**src/rtl/collision_move_if.sv**
```systemverilog
// rtl/collision_move_if.sv - map read port between the mover and the maze store
interface collision_move_if #(
    parameter int ADDR_W = 10
);
    logic              map_rd_en;
    logic [ADDR_W-1:0] map_addr;
    logic [3:0]        map_data;

    modport master (output map_rd_en, output map_addr, input map_data);
    modport slave  (input map_rd_en, input map_addr, output map_data);
endinterface

```
**src/rtl/collision_move.sv**
```systemverilog
// rtl/collision_move.sv - fixed-latency per-axis collision-checked player move
module collision_move #(
    parameter int          MAP_SIZE    = 24,
    parameter logic [15:0] MOVE_STEP   = 16'h0040,
    parameter int          MAP_LATENCY = 2,
    parameter logic [15:0] START_X     = 16'h0180,
    parameter logic [15:0] START_Y     = 16'h0180
) (
    input  logic                clk_in,
    input  logic                rst_in,
    input  logic                fwd_pulse,
    input  logic                bwd_pulse,
    input  logic signed [15:0]  dirX,
    input  logic signed [15:0]  dirY,
    collision_move_if.master    map,
    output logic [15:0]         posX,
    output logic [15:0]         posY,
    output logic                busy,
    output logic                move_done,
    output logic [1:0]          bumped
);
    localparam int                 ADDR_W = $clog2(MAP_SIZE * MAP_SIZE);
    localparam logic [8:0]         MAP_SIZE_9 = 9'(MAP_SIZE);
    localparam logic [7:0]         MAP_SIZE_8 = 8'(MAP_SIZE);
    localparam logic [2:0]         LAT = 3'(MAP_LATENCY);
    localparam logic signed [31:0] STEP_S = {16'b0, MOVE_STEP};

    typedef enum logic [2:0] {IDLE, CALC, RD_X, WAIT_X, RD_Y, WAIT_Y, COMMIT} state_t;
    state_t state, state_nx;

    logic signed [15:0] dx_q, dy_q;
    logic               neg_q;
    logic [16:0]        cand_x, cand_y;
    logic [2:0]         wait_cnt;
    logic               x_blk, y_blk;
    logic               accept, x_oor, y_oor;
    logic signed [31:0] prod_x, prod_y;
    logic [15:0]        step_x, step_y, delta_x, delta_y;

    function automatic logic [ADDR_W-1:0] cell_addr(input logic [7:0] cy, input logic [7:0] cx);
        return ADDR_W'({8'b0, cy} * {8'b0, MAP_SIZE_8} + {8'b0, cx});
    endfunction

    // busy stays high through the move_done cycle, so only a fully idle block takes a pulse
    assign accept = (state == IDLE) && !busy && (fwd_pulse || bwd_pulse);

    assign prod_x  = 32'(dx_q) * STEP_S;
    assign prod_y  = 32'(dy_q) * STEP_S;
    assign step_x  = 16'(prod_x >>> 8);
    assign step_y  = 16'(prod_y >>> 8);
    assign delta_x = neg_q ? 16'(-step_x) : step_x;
    assign delta_y = neg_q ? 16'(-step_y) : step_y;

    assign x_oor = cand_x[16] || ({1'b0, cand_x[15:8]} >= MAP_SIZE_9);
    assign y_oor = cand_y[16] || ({1'b0, cand_y[15:8]} >= MAP_SIZE_9);

    always_ff @(posedge clk_in) begin
        if (!rst_in) state <= IDLE;
        else         state <= state_nx;
    end

    always_comb begin
        state_nx      = state;
        map.map_rd_en = 1'b0;
        map.map_addr  = '0;
        case (state)
            IDLE:   if (accept) state_nx = CALC;
            CALC:   state_nx = RD_X;
            RD_X: begin
                map.map_rd_en = 1'b1;
                map.map_addr  = x_oor ? '0 : cell_addr(posY[15:8], cand_x[15:8]);
                state_nx      = WAIT_X;
            end
            WAIT_X: if (wait_cnt == LAT) state_nx = RD_Y;
            RD_Y: begin
                map.map_rd_en = 1'b1;
                map.map_addr  = y_oor ? '0 : cell_addr(cand_y[15:8], posX[15:8]);
                state_nx      = WAIT_Y;
            end
            WAIT_Y: if (wait_cnt == LAT) state_nx = COMMIT;
            COMMIT: state_nx = IDLE;
            default: state_nx = IDLE;
        endcase
    end

    always_ff @(posedge clk_in) begin
        if (!rst_in) begin
            posX      <= START_X;
            posY      <= START_Y;
            busy      <= 1'b0;
            move_done <= 1'b0;
            bumped    <= 2'b00;
            dx_q      <= '0;
            dy_q      <= '0;
            neg_q     <= 1'b0;
            cand_x    <= '0;
            cand_y    <= '0;
            wait_cnt  <= '0;
            x_blk     <= 1'b0;
            y_blk     <= 1'b0;
        end else begin
            move_done <= 1'b0;
            if (move_done) busy <= 1'b0;
            case (state)
                IDLE: if (accept) begin
                    dx_q  <= dirX;
                    dy_q  <= dirY;
                    neg_q <= !fwd_pulse;
                    busy  <= 1'b1;
                end
                CALC: begin
                    cand_x <= {1'b0, posX} + {delta_x[15], delta_x};
                    cand_y <= {1'b0, posY} + {delta_y[15], delta_y};
                end
                RD_X, RD_Y: wait_cnt <= 3'd1;
                WAIT_X: begin
                    wait_cnt <= wait_cnt + 3'd1;
                    if (wait_cnt == LAT) x_blk <= (map.map_data != 4'd0) || x_oor;
                end
                WAIT_Y: begin
                    wait_cnt <= wait_cnt + 3'd1;
                    if (wait_cnt == LAT) y_blk <= (map.map_data != 4'd0) || y_oor;
                end
                COMMIT: begin
                    if (!x_blk) posX <= cand_x[15:0];
                    if (!y_blk) posY <= cand_y[15:0];
                    bumped    <= {y_blk, x_blk};
                    move_done <= 1'b1;
                end
                default: ;
            endcase
        end
    end
endmodule
```
**src/flat_wrapper.sv**
```systemverilog
// flat-port wrapper written by rule: the top's interface ports become plain ports
module collision_move_flat 
#(
    parameter int          MAP_SIZE    = 24,
    parameter logic [15:0] MOVE_STEP   = 16'h0040,
    parameter int          MAP_LATENCY = 2,
    parameter logic [15:0] START_X     = 16'h0180,
    parameter logic [15:0] START_Y     = 16'h0180
)
  (clk_in, rst_in, fwd_pulse, bwd_pulse, dirX, dirY, posX, posY, busy, move_done, bumped, map_map_rd_en, map_map_addr, map_map_data);
  collision_move_if map_i ();
  input  logic clk_in;
  input  logic rst_in;
  input  logic fwd_pulse;
  input  logic bwd_pulse;
  input  logic signed [15:0] dirX;
  input  logic signed [15:0] dirY;
  output logic [15:0] posX;
  output logic [15:0] posY;
  output logic busy;
  output logic move_done;
  output logic [1:0] bumped;
  output wire logic [$bits(map_i.map_rd_en)-1:0] map_map_rd_en;
  output wire logic [$bits(map_i.map_addr)-1:0] map_map_addr;
  input wire logic [$bits(map_i.map_data)-1:0] map_map_data;
  assign map_map_rd_en = map_i.map_rd_en;
  assign map_map_addr = map_i.map_addr;
  assign map_i.map_data = map_map_data;
  collision_move #(.MAP_SIZE(MAP_SIZE), .MOVE_STEP(MOVE_STEP), .MAP_LATENCY(MAP_LATENCY), .START_X(START_X), .START_Y(START_Y)) u_core (.clk_in(clk_in), .rst_in(rst_in), .fwd_pulse(fwd_pulse), .bwd_pulse(bwd_pulse), .dirX(dirX), .dirY(dirY), .map(map_i), .posX(posX), .posY(posY), .busy(busy), .move_done(move_done), .bumped(bumped));
endmodule
```
**config.mk**
```make
export PLATFORM = sky130hd
export DESIGN_NAME = collision_move_flat
export DESIGN_NICKNAME = d
export VERILOG_FILES = /design/src/rtl/collision_move_if.sv /design/src/rtl/collision_move.sv /design/src/flat_wrapper.sv
export SDC_FILE = /design/constraint.sdc
export NUM_CORES = 1
export LEC_CHECK = 0
export CORE_MARGIN = 8
export CORE_UTILIZATION = 57
export DETAILED_ROUTE_END_ITERATION = 8
export GPL_TIMING_DRIVEN = 0
export HOLD_SLACK_MARGIN = 0.06
export MAX_ROUTING_LAYER = met4
export PLACE_DENSITY_LB_ADDON = 0.15
export SLEW_MARGIN = 10
export SYNTH_ARGS = -nofsm -noshare
export SYNTH_HDL_FRONTEND = slang
export SYNTH_SLANG_ARGS = --single-unit
export TNS_END_PERCENT = 50
```
**constraint.sdc**
```tcl
create_clock -name clk_in -period 3.7 [get_ports clk_in]
set_input_delay 0.74 -clock clk_in [delete_from_list [all_inputs] [get_ports clk_in]]
set_output_delay 0.74 -clock clk_in [all_outputs]
set_load 0.005 [all_outputs]
```
After elaboration in Yosys (flattened, before gate mapping). Index checks and enable logic that the tools add are counted.

Register bits: 111. Input bits: 40. Output and inout port bits: 47.

Equality and inequality tests: 10. Bitwise gates (word level): 2. Multiplexer cells: 15. Reductions and logical operators: 20. Multipliers: 2. Add/sub/neg operators: 7. Magnitude comparators: 2.

Operators with widths (count): $add 16x17->17 (2); $mux 16 (2); $neg 16->16 (2); $add 10x8->10 (2); $mux 10 (2); $pmux 10 s2 (1); $pmux 3 s6 (1); $ge 8x5->1 const B (2); $mul 8x2->7 const B (2); $reduce_and 2->1 (5); $eq 3x2->1 const B (3); $eq 3x3->1 const B (3); $mux 3 (3); $ne 2x1->1 const B (3); $pmux 3 s2 (1); $logic_or 1x1->1 (5); $mux 1 (5); $reduce_bool 4->1 (1); $reduce_or 2->1 (2); $add 3x1->3 const B (1); $eq 3x1->1 const B (1); $logic_not 3->1 (1); $reduce_and 3->1 (1); $logic_and 1x1->1 (2); other kinds (3) (5).

Longest topological paths before layout.
Depth in word-level cells: 5. Gate-level depth with buffers: 14. Gate-level depth less buffers: 14.

Worst setup path after synthesis. OpenSTA, ideal clock, no wires.

Kind: reg2reg. Start point: register u_core.dy_q[8]. End point: register u_core.cand_y[15]. Setup slack: 495 ps. Clock period less this slack: 3205 ps. Path buffers: 0. Stages on the path, launching flop included: 12. Setup time: 122 ps. Arrival: 3083 ps. Cells stage by stage: dfxtp_1 or4_1 or4_1 o21ai_0 xnor2_1 ha_1 and2_1 and3_1 a22o_1 a21o_1 mux2i_1 a311o_1.

Longest elaborated chain between the ends: 3.

Ends and longest elaborated chain: start, declared (RTL line collision_move.sv:31) `logic signed [15:0] dx_q, dy_q;`; start signal, assigned (RTL line collision_move.sv:107) `dy_q <= dirY;`; $neg 16->16 (RTL line collision_move.sv:52) `assign delta_y = neg_q ? 16'(-step_y) : step_y;`; $mux 16 (*) (RTL line collision_move.sv:52); $add 16x17->17 (*) (RTL line collision_move.sv:113) `cand_y <= {1'b0, posY} + {delta_y[15], delta_y};`; end signal, assigned (RTL line collision_move.sv:113); end, declared (RTL line collision_move.sv:33) `logic [16:0] cand_x, cand_y;`.

Mark *: on every way between the ends. The rest lies on a longest branch, timed or not. A chain may end at the register's enable or synchronous reset.

Worst setup path after layout.
Start point: register u_core.posY[9]. End point: output port map_map_addr[6].

Longest elaborated chain between the ends: 4.

Ends and longest elaborated chain: start, declared (RTL line collision_move.sv:17) `output logic [15:0] posY,`; start signal, assigned (RTL line collision_move.sv:126) `if (!y_blk) posY <= cand_y[15:0];`; $mul 8x2->7 (RTL line collision_move.sv:41) `return ADDR_W'({8'b0, cy} * {8'b0, MAP_SIZE_8} + {8'b0, cx});`; $add 10x8->10 (RTL line collision_move.sv:41); $mux 10 (RTL line collision_move.sv:71) `map.map_addr = x_oor ? '0 : cell_addr(posY[15:8], cand_x[15:8]);`; $pmux 10 s2 (RTL line collision_move.sv:66) `case (state)`; end, declared (RTL line flat_wrapper.sv:24) `output wire logic [$bits(map_i.map_addr)-1:0] map_map_addr;`.

No other way between the ends.

==> results.md <==
* Outcome: finished, final reports clean
* Slew HR at 31.0%
* Worst-path clk slew at 80 ps
* TritonCTS clock tree: built
* Combinational share of power at 31.8%
* WL final at about 20,000 um
* Vias in the first global route at ~6,400
* DR vias/cell at a little under 6
* Post-synthesis cell type count at 60
* Post-Route M1 WL at a little under 9000 um
* RR Endpoint: u_core.cand_y[15]
* P&R area growth vs syn at 21.1%
* Antenna violations before repair at 0
* Total CTS buffers at 9
* Clk sinks at approximately 110
* Worst Tran Pin Value at around 1000 ps
* Min-Delay Startpoint: u_core.cand_x[4]
* Power Density at 397 mW/mm^2
* Clock skew at roughly 8.4 ps
* Hold Slack at between 400 and 500 ps
* Yosys top cell area share at between 30% and 40%
* Final std cells w/o fill at 1,129
* First-pass GRT wire length at about 32,000 um
* Hold/Removal Path Class: flop to flop
* Data arrival time of the worst path at around 2800 ps
* Residual overflow from global routing at 0
* Post-synth EDFFs at 0
* P_int at around 0.0021 W
* Initial Util at 57.8%
* Final Worst Setup Slack at between 100 and 150 ps
* Max Buffers Root-to-Sink at 2
* H-tree level count at 3
* Final nets at roughly 1,100
* Crit path kind: flop to output port
* Post-Syn Nets at 983
* Total number of vias at around 6,700
* Cells after DPL at ~1,100
* Most area-hungry cell type in the Yosys netlist: dfxtp_1
* Fraction of the yosys area taken by sequential cells at 31.1%
* Diodes inserted at 0
* Area contributors post-synth: dfxtp_1 31%, ha_1 11%, nand2_1 9.5%
* Post-synth top flop: dfxtp_1
* Layout cells sized above 1 at approximately 6.1%
* Port-buffer cells at approximately 80
* FMAX at ~280 MHz
* Top-level port count at just under 90
* Max-Cap Viols at 0
* DRC at 0
* Met3 Routed Length at about 1200 um
* Maximum VDD drop at around 0.00030 V
* Routed len/inst at approximately 17 um
* Sw Pwr at between 0.001 and 0.0015 W
* Worst r2r src: u_core.neg_q
* CP endpoint kind: output port
* R2R setup slack at about 220 ps
* Worst slack, placed at -112 ps
* Unrepaired setup endpoints after global routing: no
* DRT iter0 DRCs at 510
* Vert. Die Dim at between 100 and 150 um
* Uppermost layer routed: met4
* Worst-path fanout max at 5
* FFs w/ async S/R, synth at 0%
* Die area at around 0.016 mm^2
* Gr usage total at approximately 26%
* Root Buffer Master: clkbuf_16
* Skew-Pair Late Insertion Delay at about 350 ps
* Avg Inst Size Synth at 7.86 um^2
* Routed Antenna Nets at 0
* HPWL Detailed at around 15,000 um
* Clock Power Share at 28.2%
* Setup Viol. Count Final at 0
* Final Total Pwr at between 0.003 and 0.004 W
* DIE WIDTH at 126 um
* Min Tclk post-route at approximately 3600 ps
* Register bit count reported by yosys at roughly 110
* Max-slew violation count at 0
* Crit path launch: u_core.posY[9]
* Pleak at approximately 3.4 nW
* Final Hold Viols at 0
* Sequential Power Share at approximately 40%
* Pin count of the biggest net entering global routing at 20
* Cell area after synthesis at just under 0.007 mm^2
* Setup crit start kind: flop
* Switching Fraction at between 30% and 40%
* Num rows at 40
* Drt first pass iters at 9
* Routed met2 length at around 9100 um
* Post-Syn Instances at between 800 and 900
* Worst EP required at a little under 3000 ps
* Gpl congestion at 0.996
* CP endpoint: map_map_addr[6]
* Worst r2r path cells at 11
* Core ar. at between 0.01 and 0.015 mm^2
* Final worst path period share at about 97%
* Yosys warning count at 0
## critical path, stage by stage (launching register included)
cell	delay, ps
dfxtp_4	380
ha_4	180
fa_2	390
xor2_1	180
ha_1	370
buf_4	160
xor2_1	150
o22ai_1	150
clkdlybuf4s50_1	520
## metal layers
layer  vias to the layer above  GRT usage (%)
met5                         -              -
met4                         0           10.8
met3                        55           4.14
met2                       228           40.2
met1                      3112           32.2
li1                       3344              -
## cell type report
type                       instances  area (um^2)
timing repair buffer              90          878
fill                            1020         3570
tap                              147          184
inverter                          17         63.8
multi-input combinational        713         4610
sequential                       107         2160
clock buffer                      10          229
clock inverter                     6         56.3
buffer                            39          163
## synthesized netlist by cell type (15+ instances only)
master	count
a211oi_1	15
a21o_1	17
a21oi_1	112
clkbuf_1	33
dfxtp_1	107
ha_1	61
inv_1	17
nand2_1	174
nand3_1	29
nor2_1	39
nor3_1	17
o21ai_0	39
xnor2_1	48
## per-stage QoR
step                cell area, um^2  util (%)  TNS [ps]
floorplan                      6890         -         0
global placement               7880      66.2      -153
detailed placement             7880      66.2      -176
CTS                            8230      69.1         0
global route                   8340      70.0         0
finish                         8340      70.0         0
## placed cells by master (no fill, tap or decap), drive strengths merged, types with 14 or more instances in the layout
cell type and count:
nor2 39, clkbuf 44, a21oi 112, a21o 17, a211oi 15, or3 14
dfxtp 107, nand3 29, nor3 17, buf 15, ha 61, xnor2 48
inv 22, nand2 174, clkdlybuf4s50 78, o21ai 39
## cell families (layout without fill, tap and decap cells)
kind of cell	Yosys count	in the layout	synth area share [%]
compound gates	251	251	22.5
simple gates	334	334	22.4
mux	5	5	0.799
xor+xnor	56	56	7.12
buf+inv	56	162	3.23
flops	107	107	31.1
fa+ha+maj	67	67	12.8
## state kept, by name (all words and copies together), names as in the netlist
signal / count
u_core.y_blk: 1
u_core.state: 3
u_core.x_blk: 1
u_core.bumped: 2
u_core.cand_y: 17
u_core.wait_cnt: 3
u_core.cand_x: 17
u_core.neg_q: 1
u_core.posY: 16
u_core.dx_q: 14
u_core.move_done: 1
u_core.posX: 16
u_core.busy: 1
u_core.dy_q: 14
## worst min path at each step
stage,end,slack (ps),cells after the start
6_report,u_core.posX[4],450,2
5_1_grt,u_core.cand_y[2],480,2
4_1_cts,u_core.cand_x[6],460,2
3_5_place_dp,u_core.cand_x[6],450,2
3_3_place_gp,u_core.cand_y[2],440,2
2_1_floorplan,u_core.cand_x[4],430,2
## power groups by stage
stage,combinational (W),clock [W],sequential [W]
6_report,0.00105,0.000935,0.00133
3_3_place_gp,0.00101,0,0.00135
2_1_floorplan,0.000750,0,0.00132
5_1_grt,0.00117,0.00100,0.00134
4_1_cts,0.00103,0.000945,0.00132
3_5_place_dp,0.00102,0,0.00135
## timing repair
item / CTS / global route
hold buffers: 0 / 0
cloned: 0 / 0
resized for setup: 20 / 16
buffers inserted: 1 / 8
pin swaps: 1 / 12
setup endpoints to repair: 12 / 9
Power figures use the tool's default switching activity.
